<file path="src/rtl/vx_burst_rr_arbiter.sv">
`default_nettype none
// ============================================================================
//  Module      : vx_burst_rr_arbiter
//  Description : Round-robin arbiter for multi-beat bursts. Selection is a
//                rotating mask plus a lowest-index priority encode. The grant
//                locks to a requester from its first accepted beat until its
//                last beat, so bursts never interleave.
//                Optional macro VX_ARB_BURST_LIMIT_EN forces a lock release
//                after MAX_BURST accepted beats.
//  Revision    : 1.0 - initial release
// ============================================================================
module vx_burst_rr_arbiter #(
    parameter int NUM_REQS     = 4,
    parameter int MAX_BURST    = 16,
    parameter int LOG_NUM_REQS = (NUM_REQS > 1) ? $clog2(NUM_REQS) : 1
) (
    input  logic                    clk,
    input  logic                    reset_n,
    input  logic [NUM_REQS-1:0]     requests,
    input  logic [NUM_REQS-1:0]     req_last,
    output logic                    grant_valid,
    output logic [LOG_NUM_REQS-1:0] grant_index,
    output logic [NUM_REQS-1:0]     grant_onehot,
    input  logic                    grant_ready
);

    // Elaboration-time parameter sanity checks
    if ((NUM_REQS < 1) || (NUM_REQS > 32)) begin : g_bad_num_reqs
        $error("NUM_REQS must be in 1..32");
    end
    if (MAX_BURST < 2) begin : g_bad_max_burst
        $error("MAX_BURST must be at least 2");
    end

    localparam logic [0:0] c_IDLE   = 1'b0;
    localparam logic [0:0] c_LOCKED = 1'b1;
    localparam logic [LOG_NUM_REQS-1:0] c_LAST_IDX = LOG_NUM_REQS'(NUM_REQS - 1);

    logic [0:0]              r_state;
    logic [0:0]              w_state_nxt;
    logic [LOG_NUM_REQS-1:0] r_ptr;
    logic [LOG_NUM_REQS-1:0] w_ptr_nxt;
    logic [LOG_NUM_REQS-1:0] r_lock_idx;
    logic [LOG_NUM_REQS-1:0] w_lock_idx_nxt;

    logic [LOG_NUM_REQS-1:0] w_winner;
    logic                    w_rr_found;
    logic [LOG_NUM_REQS-1:0] w_rr_idx;
    logic                    w_lo_found;
    logic [LOG_NUM_REQS-1:0] w_lo_idx;
    logic [LOG_NUM_REQS-1:0] w_ptr_after;
    logic                    w_fire;
    logic                    w_last;
    logic                    w_release;

`ifdef VX_ARB_BURST_LIMIT_EN
    localparam int c_BEAT_W = $clog2(MAX_BURST) + 1;
    logic [c_BEAT_W-1:0] r_beat_cnt;
    logic [c_BEAT_W-1:0] w_beat_cnt_nxt;
`endif

    // IDLE selection: first request at or above ptr, else lowest request overall
    always_comb begin
        w_rr_found = 1'b0;
        w_rr_idx   = '0;
        w_lo_found = 1'b0;
        w_lo_idx   = '0;
        for (int i = 0; i < NUM_REQS; i++) begin
            if (requests[i] && !w_lo_found) begin
                w_lo_found = 1'b1;
                w_lo_idx   = LOG_NUM_REQS'(i);
            end
            if (requests[i] && !w_rr_found && (i >= int'(r_ptr))) begin
                w_rr_found = 1'b1;
                w_rr_idx   = LOG_NUM_REQS'(i);
            end
        end
        w_winner = w_rr_found ? w_rr_idx : w_lo_idx;
    end

    // Grant outputs: locked requester overrides arbitration; depends only on
    // requests and registered state, never on grant_ready
    always_comb begin
        if (r_state == c_LOCKED) begin
            grant_index = r_lock_idx;
            grant_valid = requests[r_lock_idx];
        end else begin
            grant_index = w_winner;
            grant_valid = |requests;
        end
        grant_onehot = grant_valid ? (NUM_REQS'(1) << grant_index) : '0;
        w_fire       = grant_valid && grant_ready;
        w_last       = req_last[grant_index];
        w_ptr_after  = (grant_index == c_LAST_IDX) ? '0 : grant_index + LOG_NUM_REQS'(1);
    end

    // Lock release: last beat, or (optionally) the beat limit being reached
    always_comb begin
`ifdef VX_ARB_BURST_LIMIT_EN
        w_release = w_last || (r_beat_cnt == c_BEAT_W'(MAX_BURST - 1));
`else
        w_release = w_last;
`endif
    end

    // Next-state logic for the lock FSM and round-robin pointer
    always_comb begin
        w_state_nxt    = r_state;
        w_ptr_nxt      = r_ptr;
        w_lock_idx_nxt = r_lock_idx;
`ifdef VX_ARB_BURST_LIMIT_EN
        w_beat_cnt_nxt = r_beat_cnt;
`endif
        case (r_state)
            c_IDLE: begin
                if (w_fire) begin
                    if (w_last) begin
                        w_ptr_nxt = w_ptr_after;
                    end else begin
                        w_state_nxt    = c_LOCKED;
                        w_lock_idx_nxt = grant_index;
`ifdef VX_ARB_BURST_LIMIT_EN
                        w_beat_cnt_nxt = c_BEAT_W'(1);
`endif
                    end
                end
            end
            c_LOCKED: begin
                if (w_fire) begin
                    if (w_release) begin
                        w_state_nxt = c_IDLE;
                        w_ptr_nxt   = w_ptr_after;
`ifdef VX_ARB_BURST_LIMIT_EN
                        w_beat_cnt_nxt = '0;
`endif
                    end else begin
`ifdef VX_ARB_BURST_LIMIT_EN
                        w_beat_cnt_nxt = r_beat_cnt + c_BEAT_W'(1);
`endif
                    end
                end
            end
            default: begin
                w_state_nxt = c_IDLE;
            end
        endcase
    end

    // State registers with asynchronous clear
    always_ff @(posedge clk or negedge reset_n) begin
        if (!reset_n) begin
            r_state    <= c_IDLE;
            r_ptr      <= '0;
            r_lock_idx <= '0;
        end else begin
            r_state    <= w_state_nxt;
            r_ptr      <= w_ptr_nxt;
            r_lock_idx <= w_lock_idx_nxt;
        end
    end

`ifdef VX_ARB_BURST_LIMIT_EN
    // Beat counter for the forced-release limit
    always_ff @(posedge clk or negedge reset_n) begin
        if (!reset_n) begin
            r_beat_cnt <= '0;
        end else begin
            r_beat_cnt <= w_beat_cnt_nxt;
        end
    end
`endif

endmodule
`default_nettype wire

</file>
<file path="config.mk">
export PLATFORM = sky130hd
export DESIGN_NAME = vx_burst_rr_arbiter
export DESIGN_NICKNAME = d
export VERILOG_FILES = /design/src/rtl/vx_burst_rr_arbiter.sv
export SDC_FILE = /design/constraint.sdc
export NUM_CORES = 1
export LEC_CHECK = 0
export CAP_MARGIN = 30
export CORE_MARGIN = 2
export CORE_UTILIZATION = 40
export CTS_CLUSTER_DIAMETER = 60
export CTS_CLUSTER_SIZE = 12
export DETAILED_ROUTE_END_ITERATION = 8
export PLACE_DENSITY = 0.7
export SYNTH_ARGS = -nofsm -noshare
export SYNTH_HDL_FRONTEND = slang
export SYNTH_SLANG_ARGS = --single-unit
export TNS_END_PERCENT = 100
</file>
<file path="constraint.sdc">
create_clock -name clk -period 2.52 [get_ports clk]
set_input_delay 0.252 -clock clk [delete_from_list [all_inputs] [get_ports clk]]
set_output_delay 0.252 -clock clk [all_outputs]
set_load 0.05 [all_outputs]
</file>
======== Word level (Yosys, flattened, before mapping) ========
Index checks and enable logic that the tools add are counted.
storage, ports and cells
  flip-flop bits (word level) ............. 5
  bits in latches ......................... 0
  RAM bits ................................ 0
  bits in read-only memories .............. 0
  input bits .............................. 11
  output and inout port bits .............. 7
  word-level logic and storage cells ...... 60
  memories ................................ 0
cells by class
  add/subtract/negate cells ............... 1
  multipliers ............................. 0
  div/mod/pow operators ................... 0
  $lt $le $gt $ge ......................... 5
  equal/unequal tests ..................... 1
  shift-type cells ........................ 1
  muxes and demuxes ....................... 28
  bitwise gates (word level) .............. 2
  reductions and logical operators ........ 19
operator list
  kind                                                number
  two-way mux 2 bit                                   9
  two-way mux 1 bit                                   15
  logical AND 1 bit                                   10
  zero test 1 bit                                     6
  < comparator 2 x 3 -> 1 bit, second input constant  2
  binary-select mux 1 bit (select 2 bit)              2
  >= comparator 1 x 2 -> 1 bit, first input constant  2
  two-way mux 4 bit                                   1
  OR reduction 4 bit                                  1
  << shifter 1 x 2 -> 4 bit, first input constant     1
  AND reduction 3 bit                                 1
  adder 2 x 1 -> 2 bit, second input constant         1
  == test 2 bit, second input constant                1
  >= comparator 2 bit, first input constant           1
  inverter 1 bit                                      2
  case mux 1 bit (2 select lines)                     1
  AND reduction 2 bit                                 1

======== Depth between registers and ports, before layout ========
Gate-level depths: netlist of run 1.
  word-level depth ........................ 21
  depth in mapped cells ................... 8
  depth with buffers taken out ............ 7

======== Least setup slack after synthesis of run 1 ========
OpenSTA, ideal clock, no wires.
  path kind ............................... reg2reg
  start ................................... reg r_ptr[1]
  end ..................................... reg r_lock_idx[1]
  setup time .............................. 0.128 ns
  data arrival time ....................... 2.243 ns
  setup slack ............................. 0.150 ns
  cell stages (with the launch flop) ...... 7
  path buffers ............................ 1
  cells stage by stage .................... dfrtp_1 > buf_4 > mux2i_2 > a311oi_4 > mux2i_1 > a22oi_1 > mux2_1
between the ends
  cells in the longest elaborated chain, start to end .. 20
  elaborated cells on any way between the ends .. 25
  those cells by class .................... 3 x order compare; 11 x mux; 1 x bitwise; 10 x reduce/logical
RTL lines
  what                                                           RTL line  RTL
  from (decl)                                                    41        logic [LOG_NUM_REQS-1:0] r_ptr;
  from (signal assigned)                                         157       r_ptr <= w_ptr_nxt;
  >= comparator 1 x 2 -> 1 bit                                   73        if (requests[i] && !w_rr_found && (i >= int'(r_ptr))) begin
  logical AND 1 bit                                              73
  two-way mux 1 bit                                              73
  zero test 1 bit                                                73
  logical AND 1 bit (2 in series)                                73
  two-way mux 1 bit                                              73
  zero test 1 bit                                                73
  logical AND 1 bit (2 in series)                                73
  [3 not listed]                                                 -
  two-way mux 2 bit / two-way mux 1 bit (equally long branches)  73
  two-way mux 2 bit *                                            78        w_winner = w_rr_found ? w_rr_idx : w_lo_idx;
  two-way mux 2 bit *                                            84        if (r_state == c_LOCKED) begin
  named net grant_index[1]                                       22        output logic [LOG_NUM_REQS-1:0] grant_index,
  binary-select mux 1 bit (select 2 bit)                         93        w_last = req_last[grant_index];
  two-way mux 1 bit (not written as such)                        93
  inverter 1 bit (no source line)                                -
  AND reduction 3 bit (no source line)                           -
  to (signal assigned)                                           158       r_lock_idx <= w_lock_idx_nxt;
  to (decl)                                                      43        logic [LOG_NUM_REQS-1:0] r_lock_idx;
The timed path passes the listed nets; every way through them passes the cells marked *. The select of a mux whose other input is x is not followed.
A chain may end at the register's enable or synchronous reset.

======== Final worst setup path of run 1 ========
  start ................................... in requests[1]
  end ..................................... out grant_onehot[2]
between the ends
  cells in the longest elaborated chain, start to end .. 14
  elaborated cells on any way between the ends .. 31
  those cells by class .................... 1 x shift; 17 x mux; 13 x reduce/logical
RTL lines
  what                                                           RTL line  RTL
  from (decl)                                                    19        input logic [NUM_REQS-1:0] requests,
  logical AND 1 bit (2 in series)                                73
  two-way mux 1 bit                                              73
  zero test 1 bit                                                73
  logical AND 1 bit (2 in series)                                73
  two-way mux 1 bit                                              73
  zero test 1 bit                                                73
  logical AND 1 bit                                              73
  two-way mux 2 bit / two-way mux 1 bit (equally long branches)  73
  two-way mux 2 bit                                              78
  two-way mux 2 bit                                              84
  << shifter 1 x 2 -> 4 bit                                      91        grant_onehot = grant_valid ? (NUM_REQS'(1) << grant_index) : '0;
  two-way mux 4 bit *                                            91
  to (decl)                                                      23        output logic [NUM_REQS-1:0] grant_onehot,
Mark *: on every way between the ends. The rest lies on a longest branch, timed or not. The select of a mux whose other input is x is not followed.

==> results of run 1 <==
cells in the final DEF (no fill, tap or decap), types with 2 or more instances in the layout:
cell / count
inv_1: 2
mux2_2: 2
a21oi_1: 5
mux2_1: 2
o21ai_0: 4
dfrtp_1: 5
nor2_1: 6
buf_12: 5
buf_4: 6
nand2_1: 7
or2b_1: 2
clkdlybuf4s50_1: 10
and2_1: 4
ha_1: 4
mux2i_1: 3
clkbuf_4: 3
layout make-up:
| type | instances | area (sq um) | area share, % |
|---|---|---|---|
| Multi-Input combinational cell | 55 | 430 | 50.2 |
| Timing Repair Buffer | 21 | 245 | 28.6 |
| Sequential cell | 5 | 125 | 14.6 |
| Clock buffer | 4 | 26.3 | 3.07 |
| Tap cell | 15 | 18.8 | 2.19 |
| Inverter | 3 | 11.3 | 1.31 |
routing by layer:
| layer | vias to the layer above | global-route usage, % | wire length [um] |
|---|---|---|---|
| met4 | 0 | 8.75 | 0 |
| met5 | - | 0 | 0 |
| li1 | 283 | - | - |
| met3 | 0 | 3.45 | 50 |
| met2 | 16 | 24.1 | 617 |
| met1 | 253 | 22.7 | 612 |
per-stage QoR:
step           setup WS, ns  instances
2_1_floorplan         0.150         65
3_3_place_gp          0.115         99
3_5_place_dp         0.0525         99
4_1_cts               0.136        103
5_1_grt           0.0000930        103
6_report              0.130        103
critical path, cell delays in order:
cell and delay [ns]:
clkdlybuf4s50_1 0.56, mux2i_1 0.10, a221oi_1 0.38, a22o_2 0.28, inv_2 0.08, ha_1 0.18
and2_1 0.16, buf_12 0.15
power by group through the flow:
stage               registers, uW  logic (uW)  clock network, uW
floorplan                     141         684                  0
global placement              190        1020                  0
detailed placement            191        1030                  0
CTS                           189        1030               93.2
global route                  202        1100               97.1
finish                        192        1030               87.9
cell families after synthesis:
logic type | share of synthesized area, %
AOI/OAI and AO/OA | 22.0
muxes | 19.9
buffers and inverters | 4.10
and+or+nand+nor | 23.8
DFF | 21.6
adders and majority gates | 8.64
worst paths after layout:
kind	end	start	cells past startpoint
hold reg to reg	r_lock_idx[1]	r_lock_idx[1]	1
max in group asynchronous	r_lock_idx[0]	reset_n	1
setup reg to reg	r_lock_idx[1]	register	6
min in group clk	r_lock_idx[1]	r_lock_idx[1]	1
setup / recovery	grant_onehot[2]	requests[1]	8
hold / removal	async pin	reset_n	1
==> results.yml, run 1 <==
floorplan:
  rows: 13
  die_width_um: 42.1
  core_sq_um: 1330
  start_util_pct: 43.4
  die_h_um: 42.1
  io-pin-count: 18
  dieArea_sq_um: 1770
power_and_ir_drop:
  leakage_uw: 0.000373
  switchingPower_uw: 652
  pwr-share-clk_pct: 6.7
  internal_power_uw: 653
  pwr-share-seq_pct: 14.7
  p_sw_share_pct: 49.9
  power.density_nw_per_um2: 1520
  irDropWorstVdd_mv: 0.662
  finalPower_uw: 1310
  power_frac_comb_pct: 78.6
timing:
  slew_violations: 0
  final-setup-viol-count: 0
  fin_worst_skew_ns: 0.00158
  relSlewSlack_pct: 73.1
  period_share_pct: 94.8
  fin_hold_ws_ns: 0.232
  rsz0062_at_grt: "false"
  max_freq_ghz: 0.418
  max_slew.worst_pin.slew_ns: 0.400
  final.setup.tns_ns: 0
  hold_viol_final: 0
  period_needed_ns: 2.39
clock_tree:
  numCtsBuffers: 3
  post_cts_buffers: 0
  htree_levels: 1
  root_buffer: "clkbuf_4"
  cts_hold_buf: 0
  post_cts_resized: 0
  cts_sinks: 5
  cts_buffer_depth: 2
  clk_latency_ns: 0.23
  cts_tree: "built"
  cts.clk_slew.worst_paths_ns: 0.04
cells_and_area:
  fill_cells: 108
  antenna_cells: 0
  area_growth_pct: 47.9
  fin_nets: 104
  final_core_util_pct: 64.3
  drive_gt1_share_pct: 25.0
  final_area_sq_um: 857
routing:
  vias: 552
  drc: 0
  drtIter0Drc: 24
  via_per_inst: 5.36
  wl_per_cell_um: 12.4
  finalWirelength_mm: 1.28
  detail-route-antenna-nets: 0
  dr.pass1.iters: 4
global_routing:
  gr-total-overflow: 0
  antenna_found_initial: 0
  grt_pass1_wl_mm: 2.23
  grt_max_degree: 13
  grt_pass1_vias: 495
  grt.total_usage_pct: 16.5
synth:
  synth_most_common_cell: "nand2_1"
  syn_area_sq_um: 579
  synthCells: 65
  ys.warnings.count: 0
  synthFlopType: "dfrtp_1"
  synth_area_leaders: "dfrtp_1, ha_1, mux2i_1"
  yosysTopAreaCellShare_pct: 21.6
  synth_top_area_cell: "dfrtp_1"
  ys_seq_area_share_pct: 21.6
  postSynthRegisterBits: 5
  async_reset_ff_share_pct: 100
  netlist_top_cells_count: "nand2_1, nor2_1, a21oi_1, dfrtp_1"
  syn_avg_cell_area_sq_um: 8.91
  syn-num-nets: 80
  synthDistinctLibCells: 31
  synth_edf_count: 0
placement:
  place_hpwl_mm: 1.06
  io_buffers: 17
  gp_congestion: 0.805
  placed_area_sq_um: 831
flow_run:
  maxCapViolCount: 0
setup_path:
  r2r_slack_ns: 0.32
  crit_path_max_fanout: 6
  endpoint_kind: "output port"
  start_kind: "input port"
  critical_path_class: "in2out"
  cp_data_required_time_ns: 2.27
  arrival_ns: 2.14
status:
  status: "completed"
min_path:
  min_path_type: "in2async"
Power figures use the tool's default switching activity.
==> inputs of run 2 (changes only) <==
CORE_UTILIZATION = 44   (was 40)
PLACE_DENSITY = 0.86   (was 0.7)
==> results.yml, run 2 (synthesized netlist as in run 1, its figures left out) <==
power_and_ir_drop:
  pwr-share-seq_pct: 14.6
  leakage_uw: 0.000372
  irDropWorstVdd_mv: 0.727
  switchingPower_uw: 664
  power.density_nw_per_um2: 1550
  internal_power_uw: 669
  p_sw_share_pct: 49.8
  power_frac_comb_pct: 78.6
  pwr-share-clk_pct: 6.8
placement:
  dpl_worst_slack_ns: 0.0350
  place_hpwl_mm: 1.05
  gp_congestion: 0.874
  placed_area_sq_um: 816
  io_buffers: 17
  placed_cells: 97
cells_and_area:
  final_area_sq_um: 858
  fin_nets: 104
  final_cells: 103
  antenna_cells: 0
  area_growth_pct: 48.2
  mostFrequentLayoutCells: "clkdlybuf4s50_1, nand2_1, nor2_1, buf_4"
  final_common_cell: "clkdlybuf4s50_1"
  drive_gt1_share_pct: 26.1
clock_tree:
  clk_latency_ns: 0.24
  numCtsBuffers: 3
  htree_levels: 1
  cts_tree: "built"
  cts_buffer_depth: 2
  root_buffer: "clkbuf_4"
  cts_hold_buf: 0
  cts.clk_slew.worst_paths_ns: 0.04
  cts_sinks: 5
setup_path:
  cp_data_required_time_ns: 2.27
  start_kind: "input port"
  crit_path_max_fanout: 6
  critical_path.max_stage_delay_ns: 0.57
  endpoint_kind: "output port"
  critical_path_class: "in2out"
  crit_chain: "clkdlybuf4s50_1, mux2i_1, a221oi_1, a22o_2, inv_2, ha_1, and2_1, buf_12"
  r2r_slack_ns: 0.34
  cp_top_family: "buffers and inverters"
  critPathBufInv: 3
  r2r_cells: 6
  arrival_ns: 2.15
  r2r_end: "r_lock_idx[1]"
  crit_slowest_cell: "clkdlybuf4s50_1"
timing:
  period_needed_ns: 2.40
  postLayoutSetupSlackWorst_ns: 0.116
  rsz0062_at_grt: "false"
  fin_worst_skew_ns: 0.000610
  hold_viol_final: 0
  final.setup.tns_ns: 0
  max_slew.worst_pin.slew_ns: 0.407
  slew_violations: 0
  period_share_pct: 95.4
  relSlewSlack_pct: 72.6
  max_freq_ghz: 0.416
  final-setup-viol-count: 0
routing:
  vias: 573
  dr.pass1.iters: 4
  drc: 0
  detail-route-antenna-nets: 0
  via_per_inst: 5.56
  wl_per_cell_um: 12.6
  finalWirelength_mm: 1.30
  drtIter0Drc: 14
floorplan:
  die_h_um: 40.3
  rows: 13
  core_sq_um: 1270
  dieArea_sq_um: 1620
  start_util_pct: 45.7
  die_width_um: 40.3
  io-pin-count: 18
global_routing:
  grt_pass1_wl_mm: 2.05
  antenna_found_initial: 0
  grt.total_usage_pct: 19.2
  grt_pass1_vias: 482
  grt_max_degree: 13
  gr-total-overflow: 0
min_path:
  min_path_type: "in2async"
flow_run:
  maxCapViolCount: 0
status:
  status: "completed"
==> run 2: layout make-up <==
class	count	area [sq um]
Sequential cell	5	126
Fill cell	104	410
Clock buffer	4	26.3
Multi-Input combinational cell	55	430
Timing Repair Buffer	21	245
Tap cell	15	18.8
Inverter	3	11.3
==> run 2: routing by layer <==
| layer | vias to the layer above | part of all wire, % | track usage (%) |
|---|---|---|---|
| met3 | 2 | 5.4 | 5.00 |
| met5 | - | 0 | 0 |
| met1 | 268 | 44 | 21.9 |
| li1 | 281 | - | - |
| met2 | 22 | 49 | 31.5 |
| met4 | 0 | 1.3 | 12.5 |
==> run 2: how the worst max path moves through the flow <==
stage | to | cells past startpoint | startpoint | slack [ns]
floorplan | r_lock_idx[1] | 6 | r_ptr[1] | 0.15
global placement | r_lock_idx[1] | 8 | requests[0] | 0.07
detailed placement | r_lock_idx[1] | 8 | requests[0] | 0.03
CTS | grant_onehot[2] | 8 | requests[1] | 0.06
global route | grant_onehot[0] | 8 | requests[0] | 0.03
finish | grant_onehot[2] | 8 | requests[1] | 0.12
==> run 2: repair_timing <==
action                                  CTS  global route
endpoints found under the setup margin    0             2
gates resized for setup                   0             1
buffers inserted                          0             2
==> run 2: power by group through the flow <==
stage / registers (uW) / logic [uW] / clock network (uW)
floorplan: 141 / 684 / 0
global placement: 187 / 999 / 0
detailed placement: 190 / 1010 / 0
CTS: 189 / 1020 / 95.4
global route: 204 / 1120 / 101
finish: 194 / 1050 / 90.9
==> run 2: through the flow <==
step | total power [uW] | hold WS, ns | utilization [%]
floorplan | 825 | -0.0436 | -
global placement | 1190 | 0.479 | 64.3
detailed placement | 1200 | 0.483 | 64.3
CTS | 1300 | 0.224 | 66.4
global route | 1420 | 0.224 | 67.7
finish | 1330 | 0.225 | 67.7
==> inputs of run 3 (changes only) <==
CORE_AREA = 2 2 39 41   (was default)
CORE_MARGIN = default   (was 2)
CORE_UTILIZATION = default   (was 44)
CTS_CLUSTER_DIAMETER = default   (was 60)
DIE_AREA = 0 0 41 43   (was default)
PLACE_DENSITY = 0.85   (was 0.86)
clock period = 2.83 ns   (was 2.52 ns; I/O delays follow)
==> results.yml, run 3 (synthesized netlist as in run 1, its figures left out) <==
setup_path:
  start_kind: "input port"
  cp_data_required_time_ns: 2.55
  crit_path_max_fanout: 7
  critPathBufInv: 3
  arrival_ns: 2.24
  critical_path.max_stage_delay_ns: 0.61
  crit_slowest_cell: "clkdlybuf4s50_1"
  crit_chain: "clkdlybuf4s50_1, nand2_1, a221o_1, a22o_2, inv_2, ha_1, and2_1, buf_12"
  r2r_slack_ns: 0.55
  critical_path_class: "in2out"
  endpoint_kind: "output port"
  cp_top_family: "buffers and inverters"
clock_tree:
  cts_buffer_depth: 2
  clk_latency_ns: 0.23
  post_cts_buffers: 0
  cts_sinks: 5
  numCtsBuffers: 3
  cts_tree: "built"
  cts_hold_buf: 0
  post_cts_resized: 0
  cts.clk_slew.worst_paths_ns: 0.04
  htree_levels: 1
  root_buffer: "clkbuf_4"
min_path:
  min_path_type: "in2async"
placement:
  placed_area_sq_um: 777
  io_buffers: 17
  placed_cells: 96
  gp_congestion: 0.917
cells_and_area:
  antenna_cells: 0
  fin_nets: 100
  mostFrequentLayoutCells: "clkdlybuf4s50_1, nand2_1, nor2_1"
  final_area_sq_um: 803
  final_common_cell: "clkdlybuf4s50_1"
  final_cells: 100
  drive_gt1_share_pct: 21.4
  area_growth_pct: 38.7
timing:
  rsz0062_at_grt: "false"
  fin_worst_skew_ns: 0.00259
  period_needed_ns: 2.53
  hold_viol_final: 0
  final-setup-viol-count: 0
  slew_violations: 0
  relSlewSlack_pct: 70.6
  final.setup.tns_ns: 0
  max_freq_ghz: 0.396
  period_share_pct: 89.2
  max_slew.worst_pin.slew_ns: 0.441
global_routing:
  grt.total_usage_pct: 19.4
  grt_pass1_wl_mm: 2.32
  grt_max_degree: 13
  grt_pass1_vias: 531
  antenna_found_initial: 0
  gr-total-overflow: 0
floorplan:
  start_util_pct: 41.9
  dieArea_sq_um: 1760
  io-pin-count: 18
  die_h_um: 43
  die_width_um: 41
  core_sq_um: 1380
  rows: 14
power_and_ir_drop:
  power.density_nw_per_um2: 1340
  leakage_uw: 0.000345
  finalPower_uw: 1080
  irDropWorstVdd_mv: 0.681
routing:
  finalWirelength_mm: 1.37
  via_per_inst: 5.48
  drtIter0Drc: 21
  dr.pass1.iters: 4
  detail-route-antenna-nets: 0
  wl_per_cell_um: 13.7
  vias: 548
  drc: 0
status:
  status: "completed"
flow_run:
  maxCapViolCount: 0
## run 3: layer usage
metal	global-route usage, %	part of all wire, %	up-vias
met5	0	0	-
met3	3.14	3.3	0
met1	25.8	42	256
li1	-	-	275
met2	29.1	55	17
met4	9.33	0	0
## run 3: power breakdown
| group | internal, uW | switching [uW] | total, uW |
|---|---|---|---|
| clock | 53.1 | 25.5 | 78.5 |
| combinational | 347 | 481 | 828 |
| sequential | 103 | 66.9 | 170 |
| total | 503 | 573 | 1080 |
## run 3: area by class of cell
class,instances,area [sq um]
fill,136,581
multi-input combinational,55,430
timing repair buffer,17,190
sequential,5,125
clock buffer,4,26.3
tap,16,20.0
inverter,3,11.3
## run 3: worst reg2reg max path, delay by kind of cell, from the launching register on
| family | cells | cell delay [ns] |
|---|---|---|
| AOI/OAI and AO/OA | 3 | 0.70 |
| muxes | 2 | 0.74 |
| and+or+nand+nor | 1 | 0.22 |
| DFF | 1 | 0.50 |
## run 3: worst paths after layout
| kind | endpoint | from | cells past startpoint |
|---|---|---|---|
| worst max-delay path | grant_onehot[2] | requests[0] | 8 |
| min in group clk | r_lock_idx[1] | r_lock_idx[1] | 1 |
| max in group asynchronous | r_lock_idx[1] | reset_n | 1 |
| worst max register to register | r_lock_idx[1] | register | 6 |
| worst min-delay path | async pin | reset_n | 1 |
| worst min register to register | r_lock_idx[1] | r_lock_idx[1] | 1 |
## run 3: metrics by stage
| step | setup WS [ns] | hold slack, ns | utilization [%] |
|---|---|---|---|
| final | 0.305 | 0.260 | 58.0 |
| after global routing | 0.214 | 0.281 | 58.0 |
| after CTS | 0.307 | 0.257 | 58.0 |
| after detailed placement | 0.224 | 0.513 | 56.1 |
| after global placement | 0.324 | 0.509 | 56.1 |
| after floorplan | 0.459 | -0.0126 | - |
